[src/rtl/mips_pkg.sv]
`default_nettype none
// ============================================================================
// Module      : mips_pkg
// Description : Shared constants for the fetch stage. Holds the MIPS opcode
//               values, the fetch FSM state encoding, the NOP word and a
//               helper that forms the branch byte offset.
// Ports       : none (package)
// Revision    : 1.0 - initial release
// ============================================================================
package mips_pkg;

  localparam logic [5:0] OP_RTYPE = 6'h00;
  localparam logic [5:0] OP_LW    = 6'h23;
  localparam logic [5:0] OP_SW    = 6'h2B;
  localparam logic [5:0] OP_ADDI  = 6'h08;
  localparam logic [5:0] OP_BEQ   = 6'h04;
  localparam logic [5:0] OP_J     = 6'h02;

  // sll $0,$0,0 encodes as all zeros
  localparam logic [31:0] NOP_WORD = 32'h0000_0000;

  typedef enum logic [2:0] {
    ST_IDLE  = 3'd0,
    ST_REQ   = 3'd1,
    ST_WAIT  = 3'd2,
    ST_VALID = 3'd3,
    ST_ERR   = 3'd4
  } fetch_state_e;

  // Sign-extended 16-bit word offset converted to a byte offset
  function automatic logic [31:0] branch_offset(input logic [15:0] imm);
    return {{14{imm[15]}}, imm, 2'b00};
  endfunction

endpackage : mips_pkg
`default_nettype wire

[src/rtl/instr_fetch_unit_pc_next_logic.sv]
`default_nettype none
// ============================================================================
// Module      : pc_next_logic
// Description : Combinational next-PC computation. Jump overrides a taken
//               branch; otherwise the sequential PC is used. All arithmetic
//               wraps modulo 2^32.
// Ports       : pc        in  32  current (word aligned) PC
//               instr_idx in  26  low 26 bits of the current instruction
//               jump      in   1  decoder jump
//               branch    in   1  decoder branch
//               zero      in   1  ALU zero flag
//               pc_plus4  out 32  pc + 4
//               next_pc   out 32  PC to load on retire
// Revision    : 1.0 - initial release
// ============================================================================
module pc_next_logic
  import mips_pkg::*;
(
  input  logic [31:0] pc,
  input  logic [25:0] instr_idx,
  input  logic        jump,
  input  logic        branch,
  input  logic        zero,
  output logic [31:0] pc_plus4,
  output logic [31:0] next_pc
);

  assign pc_plus4 = pc + 32'd4;

  always_comb begin
    next_pc = pc_plus4;
    if (jump) begin
      // Pseudo-direct: region bits come from the delay-slot address
      next_pc = {pc_plus4[31:28], instr_idx, 2'b00};
    end else if (branch && zero) begin
      next_pc = pc_plus4 + branch_offset(instr_idx[15:0]);
    end
  end

endmodule : pc_next_logic
`default_nettype wire

[src/rtl/instr_fetch_unit.sv]
`default_nettype none
// ============================================================================
// Module      : instr_fetch_unit
// Description : Non-prefetching fetch stage. Requests one word at a time over
//               a req/gnt/rvalid bus, presents it to the decoder, and on
//               retire advances the PC using jump/branch/zero. Counts retired
//               instructions and enters a sticky error state when a granted
//               fetch gets no data within TIMEOUT cycles.
// Ports       : clk, rst                      clock, sync active-high reset
//               imem_req/addr (out)           fetch request and address
//               imem_gnt/rvalid/rdata (in)    bus response
//               instr/instr_valid (out)       word to decoder
//               instr_ready (in)              retire strobe
//               jump/branch/zero (in)         next-PC controls on retire
//               pc/pc_plus4 (out)             address of instr and +4
//               instr_count (out)             retired count, wraps
//               fetch_err (out)               sticky timeout flag
// Revision    : 1.0 - initial release
// ============================================================================
module instr_fetch_unit
  import mips_pkg::*;
#(
  parameter logic [31:0] RESET_PC = 32'h0000_0000,
  parameter int          TIMEOUT  = 16
) (
  input  logic        clk,
  input  logic        rst,
  output logic        imem_req,
  output logic [31:0] imem_addr,
  input  logic        imem_gnt,
  input  logic        imem_rvalid,
  input  logic [31:0] imem_rdata,
  output logic [31:0] instr,
  output logic        instr_valid,
  input  logic        instr_ready,
  input  logic        jump,
  input  logic        branch,
  input  logic        zero,
  output logic [31:0] pc,
  output logic [31:0] pc_plus4,
  output logic [31:0] instr_count,
  output logic        fetch_err
);

  localparam int             CNT_W    = $clog2(TIMEOUT) + 1;
  localparam logic [CNT_W-1:0] TMO_LAST = CNT_W'(TIMEOUT - 1);
  // Low address bits forced to zero so the bus address is always aligned
  localparam logic [31:0]    PC_INIT  = {RESET_PC[31:2], 2'b00};

  fetch_state_e     state_q;
  logic [31:0]      pc_q;
  logic [31:0]      instr_q;
  logic [31:0]      count_q;
  logic [CNT_W-1:0] tmo_cnt_q;
  logic [31:0]      next_pc;

  pc_next_logic u_pc_next (
    .pc        (pc_q),
    .instr_idx (instr_q[25:0]),
    .jump      (jump),
    .branch    (branch),
    .zero      (zero),
    .pc_plus4  (pc_plus4),
    .next_pc   (next_pc)
  );

  always_ff @(posedge clk) begin
    if (rst) begin
      state_q   <= ST_IDLE;
      pc_q      <= PC_INIT;
      instr_q   <= NOP_WORD;
      count_q   <= '0;
      tmo_cnt_q <= '0;
    end else begin
      unique case (state_q)
        ST_IDLE: state_q <= ST_REQ;
        ST_REQ: begin
          if (imem_gnt) begin
            state_q   <= ST_WAIT;
            tmo_cnt_q <= '0;
          end
        end
        ST_WAIT: begin
          tmo_cnt_q <= tmo_cnt_q + 1'b1;
          // Data arriving on the last allowed cycle still wins
          if (imem_rvalid) begin
            instr_q <= imem_rdata;
            state_q <= ST_VALID;
          end else if (tmo_cnt_q == TMO_LAST) begin
            state_q <= ST_ERR;
          end
        end
        ST_VALID: begin
          if (instr_ready) begin
            pc_q    <= next_pc;
            count_q <= count_q + 32'd1;
            state_q <= ST_REQ;
          end
        end
        ST_ERR: begin
          state_q <= ST_ERR;
        end
        default: state_q <= ST_IDLE;
      endcase
    end
  end

  // Request is masked during reset so the bus sees no request before the
  // FSM has returned to IDLE.
  assign imem_req    = (state_q == ST_REQ) && !rst;
  assign imem_addr   = pc_q;
  assign instr       = instr_q;
  assign instr_valid = (state_q == ST_VALID);
  assign pc          = pc_q;
  assign instr_count = count_q;
  assign fetch_err   = (state_q == ST_ERR);

endmodule : instr_fetch_unit
`default_nettype wire
[config.mk]
export PLATFORM = sky130hd
export DESIGN_NAME = instr_fetch_unit
export DESIGN_NICKNAME = d
export VERILOG_FILES = /design/src/rtl/mips_pkg.sv /design/src/rtl/instr_fetch_unit_pc_next_logic.sv /design/src/rtl/instr_fetch_unit.sv
export SDC_FILE = /design/constraint.sdc
export NUM_CORES = 1
export LEC_CHECK = 0
export BUFFER_PORTS_ARGS = -buffer_cell sky130_fd_sc_hd__buf_4
export CAP_MARGIN = 20
export CORE_ASPECT_RATIO = 0.8
export CORE_UTILIZATION = 57
export DETAILED_ROUTE_END_ITERATION = 10
export PLACE_DENSITY = 0.87
export SYNTH_ARGS = -nofsm -noshare
export SYNTH_HDL_FRONTEND = slang
export SYNTH_SLANG_ARGS = --single-unit
[constraint.sdc]
create_clock -name clk -period 7.6 [get_ports clk]
set_input_delay 1.9 -clock clk [delete_from_list [all_inputs] [get_ports clk]]
set_output_delay 1.9 -clock clk [all_outputs]
set_load 0.01 [all_outputs]
==> metrics.txt, run 1 <==
NumNets Final between 1,000 and 1,500; Post-DRT Antenna Nets 0; Reg2Reg Depth 13; Setup Fix Bufs, Post-CTS 0; xor-xnor portion of the synthesized cell area 0.0928; Post-synth top flop dfxtp_1; Buf+Inv Stages, Crit Path 1; initial antenna violation count 0; # fillers 958; CP Capture Type primary output; GPL Wtd Cong 0.961; final WL 21,100 um; Die Wd ~130 um; area grow syn2layout 22.6%; min cycle time layout around 4600 ps; Avg Cell Area, Syn around 7.7 um^2; largest family of logic cells by synthesized area simple AND/OR/NAND/NOR gates; # IOs 203; post-cts sizing count 0; outcome finished, violations left; DRC 14; worst endpoint data arrival time approximately 2700 ps; CP peak stage delay ~500 ps; clock buffer depth 2; Worst slew margin 0.286; largest net degree at the start of global routing 65; list of most frequent post-synthesis cells nand2_1, dfxtp_1, a21oi_1, nor2_1, ha_1; Reg2Reg Launch Point imem_addr[4]$_SDFFE_PP0P_; via/cell ratio ~6; Hold Path Class reg2reg; H-tree depth 3; Crit Path Max Fanout 8; vias in the first global route approximately 6,500; failing checks design-rule violations; Final period util 0.609; count of input and output buffers slightly below 200; setup TNS 0 ps; met2 Use GR 0.524; pwr/cell area 134 nW/um^2; CTS tree yes; max_cap viols 0; full die area 12,700 um^2; post-synthesis async set-or-reset flop share 0; Synth top area share 0.293; Starting DRT DRC Count between 600 and 700; detailed placement HPWL 15,500 um; M3 GR Usage 0.0839; Yosys reg bits 102; # setup viols final 0; maximum vdd drop 0.000152 V; critical path depth 6; worst reg-to-reg setup slack 3440 ps; drt wl/cell 17.6 um; unrepaired setup endpoints after global routing no; Final Max Slew Viols 0; die extent in y a little over 100 um; drt pass-1 iters 10; CP top delay family simple AND/OR/NAND/NOR gates; core footprint ~12,000 um^2; mapped cell area between 6000 and 7000 um^2; Final Power roughly 1100 uW; leakage slightly below 0.004 uW; clock slew at reported path FFs 70 ps; met1 usage 0.439; Synth warnings 0; crit start category register; Area contributors post-synth dfxtp_1, nand2_1, ha_1; biggest area consumer among synthesized cells dfxtp_1; Root Buffer clkbuf_16; Synth Area in Adders 0.0729; Max Clk Rate approximately 220 MHz; All-Layer GR Usage 0.328; cts hold-fix bufs 0; mux cell area share after synthesis 0.00305; count leader, synth nand2_1; CP required approximately 5700 ps; std cell rows 35; starting density of the core 0.596; Worst Path Class, Setup reg2out; register area share after synthesis 0.293; Mapped Cells about 910; share of layout cells above drive strength 1 0.221; Worst R2R End imem_addr[31]$_SDFFE_PP0P_; Via Count 7,195; gr busiest metal met2; cts bufs inserted 9; skew final about 9.1 ps; worst path cell trace and4_1 -> nand4_1 -> nor3_1 -> nand2_1 -> xnor2_1 -> buf_4; first-pass GRT wire length between 30,000 and 40,000 um; Critical path destination pc_plus4[25]; remaining global-route overflow 0; Hold Violations, Final 0; Synth Area in Simple Gates 0.250; Post-synth EDFFs 0; clk sink count around 100; Setup crit start imem_addr[4]$_SDFFE_PP0P_; post-synthesis compound-gate area fraction 0.215; CP max-delay cell nor3_1; Worst-Skew Late Latency between 300 and 400 ps; Antenna Cells 0; synth unique cells between 70 and 80; worst-margin pin slew between 1000 and 1500 ps
## per-stage QoR
stage	hold slack (ps)	instances	area (um^2)	utilization	worst slack, ps
floorplan	436	914	6990	-	2950
global placement	443	1183	8220	0.703	3050
detailed placement	447	1183	8220	0.703	3000
CTS	457	1199	8510	0.728	2980
global route	479	1200	8540	0.731	2850
finish	459	1200	8540	0.731	2970
## kinds of logic (layout without fill, tap and decap cells)
kind of cell             count (synthesis)  after routing
multiplexers                             2              2
XOR/XNOR                                73             73
buffers and inverters                   95            233
flip-flops                             102            102
other                                    1              6
AND/OR/NAND/NOR                        363            363
AO/OA/AOI/OAI                          233            233
adder cells (fa/ha/maj)                 40             40
## worst reg2reg max path: stages, from the launching register on
cell      delay, ps
dfxtp_1         490
and4_1          390
and3_1          390
nand4_1         160
xnor2_1         340
ha_1            400
a21oi_1         220
o21ai_1         140
a22o_1          250
o22ai_1         270
nand4b_1        200
a311oi_1        450
o32ai_2         150
a41o_1          210
## where the power goes
part | internal (uW) | total (uW) | switching [uW]
sequential | 542 | 557 | 14.9
clock | 230 | 457 | 227
combinational | 53.9 | 131 | 76.9
## metal layers
layer | share of wire | vias to the layer above | routed length (um)
met5 | 0 | - | 0
met4 | 0.019 | 0 | 407
met3 | 0.11 | 41 | 2250
met2 | 0.44 | 353 | 9330
met1 | 0.43 | 3330 | 9160
li1 | - | 3471 | -
## final cells by class
cell class,instances,area [um^2],area share
Multi-Input combinational cell,717,4440,0.520
Sequential cell,102,2040,0.239
Timing Repair Buffer,200,1520,0.178
Clock buffer,9,225,0.0264
Tap cell,148,185,0.0217
Clock inverter,7,65.1,0.00762
Inverter,17,63.8,0.00747
## state kept, by name, summed over array words and instances (netlist names)
register / cells
state_q: 3
tmo_cnt_q: 5
imem_addr: 30
instr: 32
instr_count: 32
## how the worst min path moves through the flow
stage                     slack (ps)  depth (start not counted)                      start                   endpoint
after global placement           440                          2     instr[26]$_SDFFE_PP0P_     instr[26]$_SDFFE_PP0P_
final                            460                          2     instr[26]$_SDFFE_PP0P_     instr[26]$_SDFFE_PP0P_
after CTS                        460                          2     instr[30]$_SDFFE_PP0P_     instr[30]$_SDFFE_PP0P_
after detailed placement         450                          2     instr[30]$_SDFFE_PP0P_     instr[30]$_SDFFE_PP0P_
after floorplan                  440                          2  tmo_cnt_q[3]$_SDFFE_PP0P_  tmo_cnt_q[3]$_SDFFE_PP0P_
after global routing             480                          2     instr[31]$_SDFFE_PP0P_     instr[31]$_SDFFE_PP0P_
## cell usage in the layout, fill, tap and decap left out, types with 4 or more instances in the layout
| cell type | count |
|---|---|
| inv_1 | 16 |
| and3_1 | 17 |
| o21bai_1 | 5 |
| a21oi_1 | 90 |
| nand3_1 | 31 |
| clkbuf_16 | 9 |
| nor3_1 | 19 |
| o221ai_1 | 4 |
| nand4_1 | 18 |
| o211ai_1 | 13 |
| dfxtp_1 | 102 |
| nor2b_1 | 7 |
| or3_1 | 11 |
| a31oi_1 | 6 |
| xor2_1 | 36 |
| o21ai_0 | 37 |
| nand2_1 | 136 |
| nand3b_1 | 4 |
| ha_1 | 39 |
| a211oi_1 | 11 |
| nor2_1 | 81 |
| conb_1 | 6 |
| buf_4 | 199 |
| a21o_1 | 23 |
| and2_1 | 13 |
| nand2b_1 | 7 |
| a22oi_1 | 6 |
| xnor2_1 | 36 |
(Power assumes the default switching activity.)
==> inputs of run 2 (changes only) <==
- CORE_UTILIZATION: 57 -> 48
- PLACE_DENSITY: 0.87 -> 0.78
- clock period: 7.6 -> 4.1 ns (I/O delays scaled with it)
==> run 2 against run 1 <==
The flow now finishes without violations. Clock power rose by 93%. Combinational power up 98%. Sequential cell count unchanged. Worst hold slack worse by 1.0 ps. Worst setup slack worse by 2800 ps. Clock skew up 2.6 ps. Highest routed layer unchanged.
==> metrics.txt, run 2 (synthesis gave the netlist of run 1 again) <==
WHS 458 ps (was 459 ps); CP peak stage delay 520 ps (was 510 ps); leakage 0.00396 uW (was 0.00385 uW); cts hold-fix bufs 0 (unchanged); vias in the first global route 6,434 (was 6,459); DR WL met2 9670 um (was 9330 um); Hold Violations, Final 0 (unchanged); maximum vdd drop 0.000278 V (was 0.000152 V); Max Clk Rate roughly 260 MHz; post-cts sizing count 0 (unchanged); clock slew at reported path FFs 80 ps (was 70 ps); Reg2Reg Depth 13 (unchanged); Worst-Skew Late Latency 360 ps (was 350 ps); via/cell ratio 5.78 (was 6.00); share of layout cells above drive strength 1 0.235 (was 0.221); multi-input logic area 4450 um^2 (was 4440 um^2); min setup slack post-route 211 ps (was 2970 ps); CP top delay family compound AO/OA/AOI/OAI gates (was simple AND/OR/NAND/NOR gates); final WL 22,900 um (was 21,100 um); core footprint 13,900 um^2 (was 11,700 um^2); Final period util 0.949; die extent in y 110 um (was 101 um); Post-DRT Antenna Nets 0 (unchanged); largest net degree at the start of global routing 42 (was 65); Placed Area 8380 um^2 (was 8220 um^2); remaining global-route overflow 0 (unchanged); outcome completed (was finished, violations left); All-Layer GR Usage 0.304 (was 0.328); wl on met1 10,400 um (was 9160 um); NumNets Final 1,144 (was 1,127); worst reg-to-reg setup slack 210 ps (was 3440 ps); drt pass-1 iters 7 (was 10); pwr/cell area 248 nW/um^2 (was 134 nW/um^2); std cell rows 38 (was 35); leading cell types in the layout, fill and taps excluded buf_4, nand2_1, dfxtp_1 (unchanged); Crit Path Max Fanout 7 (was 8); Via Count 7,214 (was 7,195); cts bufs inserted 9 (unchanged); Worst Path Class, Setup reg2reg (was reg2out); Hold Path Class reg2reg (unchanged); # IOs 203 (unchanged); register area 2040 um^2 (unchanged); Final Max Slew Viols 0 (unchanged); post-layout util 0.630 (was 0.731); count of input and output buffers 196 (unchanged); worst path cell trace and4_1 -> buf_4 -> nand4_1 -> nor3_1 -> nand2_1 -> xnor2_2 -> ha_1 -> a21o_1 -> a21oi_1 -> o21ai_0 -> a311oi_1 -> o32ai_2 -> a41o_1 (was and4_1 -> nand4_1 -> nor3_1 -> nand2_1 -> xnor2_1 -> buf_4); Worst slew margin 0.349 (was 0.286); critical path depth 13 (was 6); # fillers 1,253 (was 958); Starting DRT DRC Count 594 (was 610); crit start category register (unchanged); starting density of the core 0.502 (was 0.596); DRC 0 (was 14); Hold Path Stages 2 (unchanged); Routed met3 length 2360 um (was 2250 um); Die Wd 137 um (was 126 um); fin area 8750 um^2 (was 8540 um^2); # setup viols final 0 (unchanged); worst-margin pin slew 973 ps (was 1070 ps); GPL Wtd Cong 0.994 (was 0.961); Root Buffer clkbuf_16 (unchanged); skew final 11.7 ps (was 9.14 ps); clock buffer depth 2 (unchanged); CP required 4360 ps (was 5700 ps); Setup WS pre-CTS 113 ps (was 3000 ps); uppermost routed layer met4 (unchanged); CP max-delay cell nor3_1 (unchanged); worst endpoint data arrival time 4150 ps (was 2730 ps); clk sink count 102 (unchanged); max_cap viols 0 (unchanged); area grow syn2layout 25.5% (was 22.6%); min cycle time layout 3890 ps; Antenna Cells 0 (unchanged); drt wl/cell 18.4 um (was 17.6 um); H-tree depth 3 (unchanged); initial antenna violation count 0 (unchanged); first-pass GRT wire length 34,800 um (was 33,000 um); setup TNS 0 ps (unchanged); CTS tree yes (unchanged); detailed placement HPWL 17,400 um (was 15,500 um); unrepaired setup endpoints after global routing no (unchanged); leading cell type in the layout, fill and taps excluded buf_4 (unchanged); CP Capture Type register (was primary output); Buf+Inv Stages, Crit Path 1 (unchanged); full die area 15,000 um^2 (was 12,700 um^2); Setup Fix Bufs, Post-CTS 0 (unchanged)
-- run 2: changes by cell type in the layout (fill, tap and decap cells not counted), sizes merged --
| cell | change |
|---|---|
| inv | +1 |
| buf | +17 |
| clkinvlp | -1 |
-- run 2: path summary, 6_finish.rpt --
check / start / end
setup / recovery: imem_addr[5]$_SDFFE_PP0P_ / imem_addr[31]$_SDFFE_PP0P_
hold / removal: instr[26]$_SDFFE_PP0P_ / instr[26]$_SDFFE_PP0P_
setup reg to reg: imem_addr[5]$_SDFFE_PP0P_ / imem_addr[31]$_SDFFE_PP0P_
hold reg to reg: instr[26]$_SDFFE_PP0P_ / instr[26]$_SDFFE_PP0P_
-- run 2: stage by stage --
step,total power [uW],cells
floorplan,1190,914
global placement,1300,1231
detailed placement,1300,1231
CTS,2170,1247
global route,2240,1249
finish,2170,1249
-- run 2: layout make-up --
cell class / instances / share of cell area
well taps: 180 / 0.0258
inverters: 17 / 0.00730
repair buffers: 217 / 0.191
clock inverters: 7 / 0.00844
clock buffers: 9 / 0.0258
flip-flops and latches: 102 / 0.233
multi-input cells: 717 / 0.508
-- run 2: where the power goes --
group	switching, uW	internal [uW]	total [uW]
Combinational	151	108	259
Clock	447	433	881
Sequential	23.9	1010	1030
Total	622	1550	2170
-- run 2: worst min-delay path, delay by kind of cell (launching register included) --
| family | cells | cell delay [ps] |
|---|---|---|
| flip-flops | 1 | 310 |
| AND/OR/NAND/NOR | 1 | 50 |
| AO/OA/AOI/OAI | 1 | 50 |
-- run 2: layer usage --
| metal | vias up | global-route usage |
|---|---|---|
| met5 | - | 0 |
| met4 | 0 | 0.0905 |
| met1 | 3330 | 0.423 |
| met3 | 28 | 0.0862 |
| met2 | 352 | 0.451 |
| li1 | 3504 | - |
==> inputs of run 3 (changes only) <==
--- a/config.mk
+++ b/config.mk
@@ -7,2 +7,3 @@
 export LEC_CHECK = 0
+export ABC_CLOCK_PERIOD_IN_PS = 4100
 export BUFFER_PORTS_ARGS = -buffer_cell sky130_fd_sc_hd__buf_4
==> constraint.sdc (replaced) <==
create_clock -name clk -period 4.1 [get_ports clk]
set_input_delay 0.41 -clock clk [delete_from_list [all_inputs] [get_ports clk]]
set_output_delay 0.41 -clock clk [all_outputs]
set_load 0.01 [all_outputs]
==> run 3 against run 2 <==
Routed wire length down 1.4%. Fmax about the same. First-iteration DRC count up 1.2%. Clock skew down 4.4 ps. Core utilization down 0.20 points.
==> metrics.txt, run 3 (synthesis gave the netlist of run 1 again) <==
outcome completed (unchanged); # IOs 203 (unchanged); Die Wd 137 um (unchanged); clock slew at reported path FFs 80 ps (about the same); leading cell types in the layout, fill and taps excluded buf_4, nand2_1, dfxtp_1 (unchanged); skew final 7.28 ps (was 11.7 ps); vias in the first global route 6,350 (was 6,434); critical path depth 13 (unchanged); initial antenna violation count 0 (unchanged); Max Clk Rate 257 MHz (about the same); std cell rows 38 (unchanged); CP top delay family compound AO/OA/AOI/OAI gates (unchanged); maximum vdd drop 0.000325 V (was 0.000278 V); min cycle time layout 3890 ps (about the same); CTS tree yes (unchanged); clock buffer depth 2 (unchanged); Final period util 0.949 (about the same); remaining global-route overflow 0 (unchanged); drt wl/cell 18.1 um (was 18.4 um); NumNets Final 1,142 (was 1,144); post-cts sizing count 0 (unchanged); unrepaired setup endpoints after global routing no (unchanged); area grow syn2layout 25.1% (was 25.5%); setup TNS 0 ps (unchanged); Antenna Cells 0 (unchanged); Worst Path Class, Setup reg2reg (unchanged); cts bufs inserted 9 (unchanged); first-pass GRT wire length 34,300 um (was 34,800 um); Root Buffer clkbuf_16 (unchanged); starting density of the core 0.502 (unchanged); Post-DRT Antenna Nets 0 (unchanged); Worst slew margin 0.454 (was 0.349); # setup viols final 0 (unchanged); CP Capture Type register (unchanged); worst path cell trace and4_4 -> nand4_2 -> or3_1 -> xnor2_1 -> ha_1 -> nand2_1 -> nand2b_1 -> a21o_1 -> a21oi_1 -> o21ai_0 -> a311oi_2 -> o32ai_2 -> a41o_1 (was and4_1 -> buf_4 -> nand4_1 -> nor3_1 -> nand2_1 -> xnor2_2 -> ha_1 -> a21o_1 -> a21oi_1 -> o21ai_0 -> a311oi_1 -> o32ai_2 -> a41o_1); Crit Path Max Fanout 10 (was 7); core footprint 13,900 um^2 (unchanged); GPL Wtd Cong 0.936 (was 0.994); All-Layer GR Usage 0.302 (was 0.304); pwr/cell area 244 nW/um^2 (was 248 nW/um^2); leading cell type in the layout, fill and taps excluded buf_4 (unchanged); CP max-delay cell or3_1 (was nor3_1); crit start category register (unchanged); cts hold-fix bufs 0 (unchanged); die extent in y 110 um (unchanged); largest net degree at the start of global routing 58 (was 42); max_cap viols 0 (unchanged); drt pass-1 iters 7 (unchanged); detailed placement HPWL 17,100 um (was 17,400 um); Hold Path Class in2reg (was reg2reg); H-tree depth 3 (unchanged); Reg2Reg Depth 13 (unchanged); Hold Path Stages 3 (was 2); worst-margin pin slew 816 ps (was 973 ps); DRC 0 (unchanged); WHS 294 ps (was 458 ps); via/cell ratio 5.72 (was 5.78); CP peak stage delay 530 ps (was 520 ps); count of input and output buffers 196 (unchanged); clk sink count 102 (unchanged); full die area 15,000 um^2 (unchanged); leakage 0.00394 uW (was 0.00396 uW); CP required 4350 ps (was 4360 ps); Hold Violations, Final 0 (unchanged); Starting DRT DRC Count 601 (was 594); final WL 22,600 um (was 22,900 um); Setup Fix Bufs, Post-CTS 0 (unchanged); Via Count 7,133 (was 7,214); Final Max Slew Viols 0 (unchanged); Worst-Skew Late Latency 360 ps (about the same); worst endpoint data arrival time 4140 ps (was 4150 ps); share of layout cells above drive strength 1 0.234 (was 0.235); Buf+Inv Stages, Crit Path 0 (was 1)
## run 3: path summary, 6_finish.rpt
kind / from / endpoint / slack [ps]
max: imem_addr[18]$_SDFFE_PP0P_ / imem_addr[31]$_SDFFE_PP0P_ / 210
min: imem_rdata[4] / instr[4]$_SDFFE_PP0P_ / 290
min reg2reg: instr[27]$_SDFFE_PP0P_ / instr[27]$_SDFFE_PP0P_ / 460
max reg2reg: imem_addr[18]$_SDFFE_PP0P_ / imem_addr[31]$_SDFFE_PP0P_ / 210
## run 3: through the flow
step	cells	total power (uW)	utilization	worst slack, ps	instance area, um^2
final	1247	2130	0.628	210	8720
after detailed placement	1229	1300	0.603	76.1	8370
after floorplan	914	1190	-	558	6990
after CTS	1245	2140	0.623	51.9	8650
after global placement	1229	1300	0.603	97.6	8370
after global routing	1247	2200	0.628	7.79	8720
## run 3: final cells by class
type                            instances  area [um^2]
Inverter                               17         63.8
Tap cell                              180          225
Sequential cell                       102         2040
Clock buffer                            9          225
Clock inverter                          7         55.1
Fill cell                            1254         5160
Timing Repair Buffer                  215         1650
Multi-Input combinational cell        717         4450
## run 3: routing by layer
layer,part of all wire,vias up,GRT usage
met3,0.093,37,0.0821
li1,-,3486,-
met4,0.023,0,0.105
met2,0.43,337,0.448
met1,0.46,3273,0.419
met5,0,-,0
## run 3: tightest hold or removal path: cells and delay by family
kind	cells	cell delay [ps]
AOI/OAI and AO/OA	1	50
and+or+nand+nor	1	50
buffers and inverters	1	110
## run 3: power breakdown
group | switching (uW) | internal (uW) | total [uW]
sequential | 24.1 | 1010 | 1030
clock | 424 | 420 | 844
combinational | 148 | 107 | 254
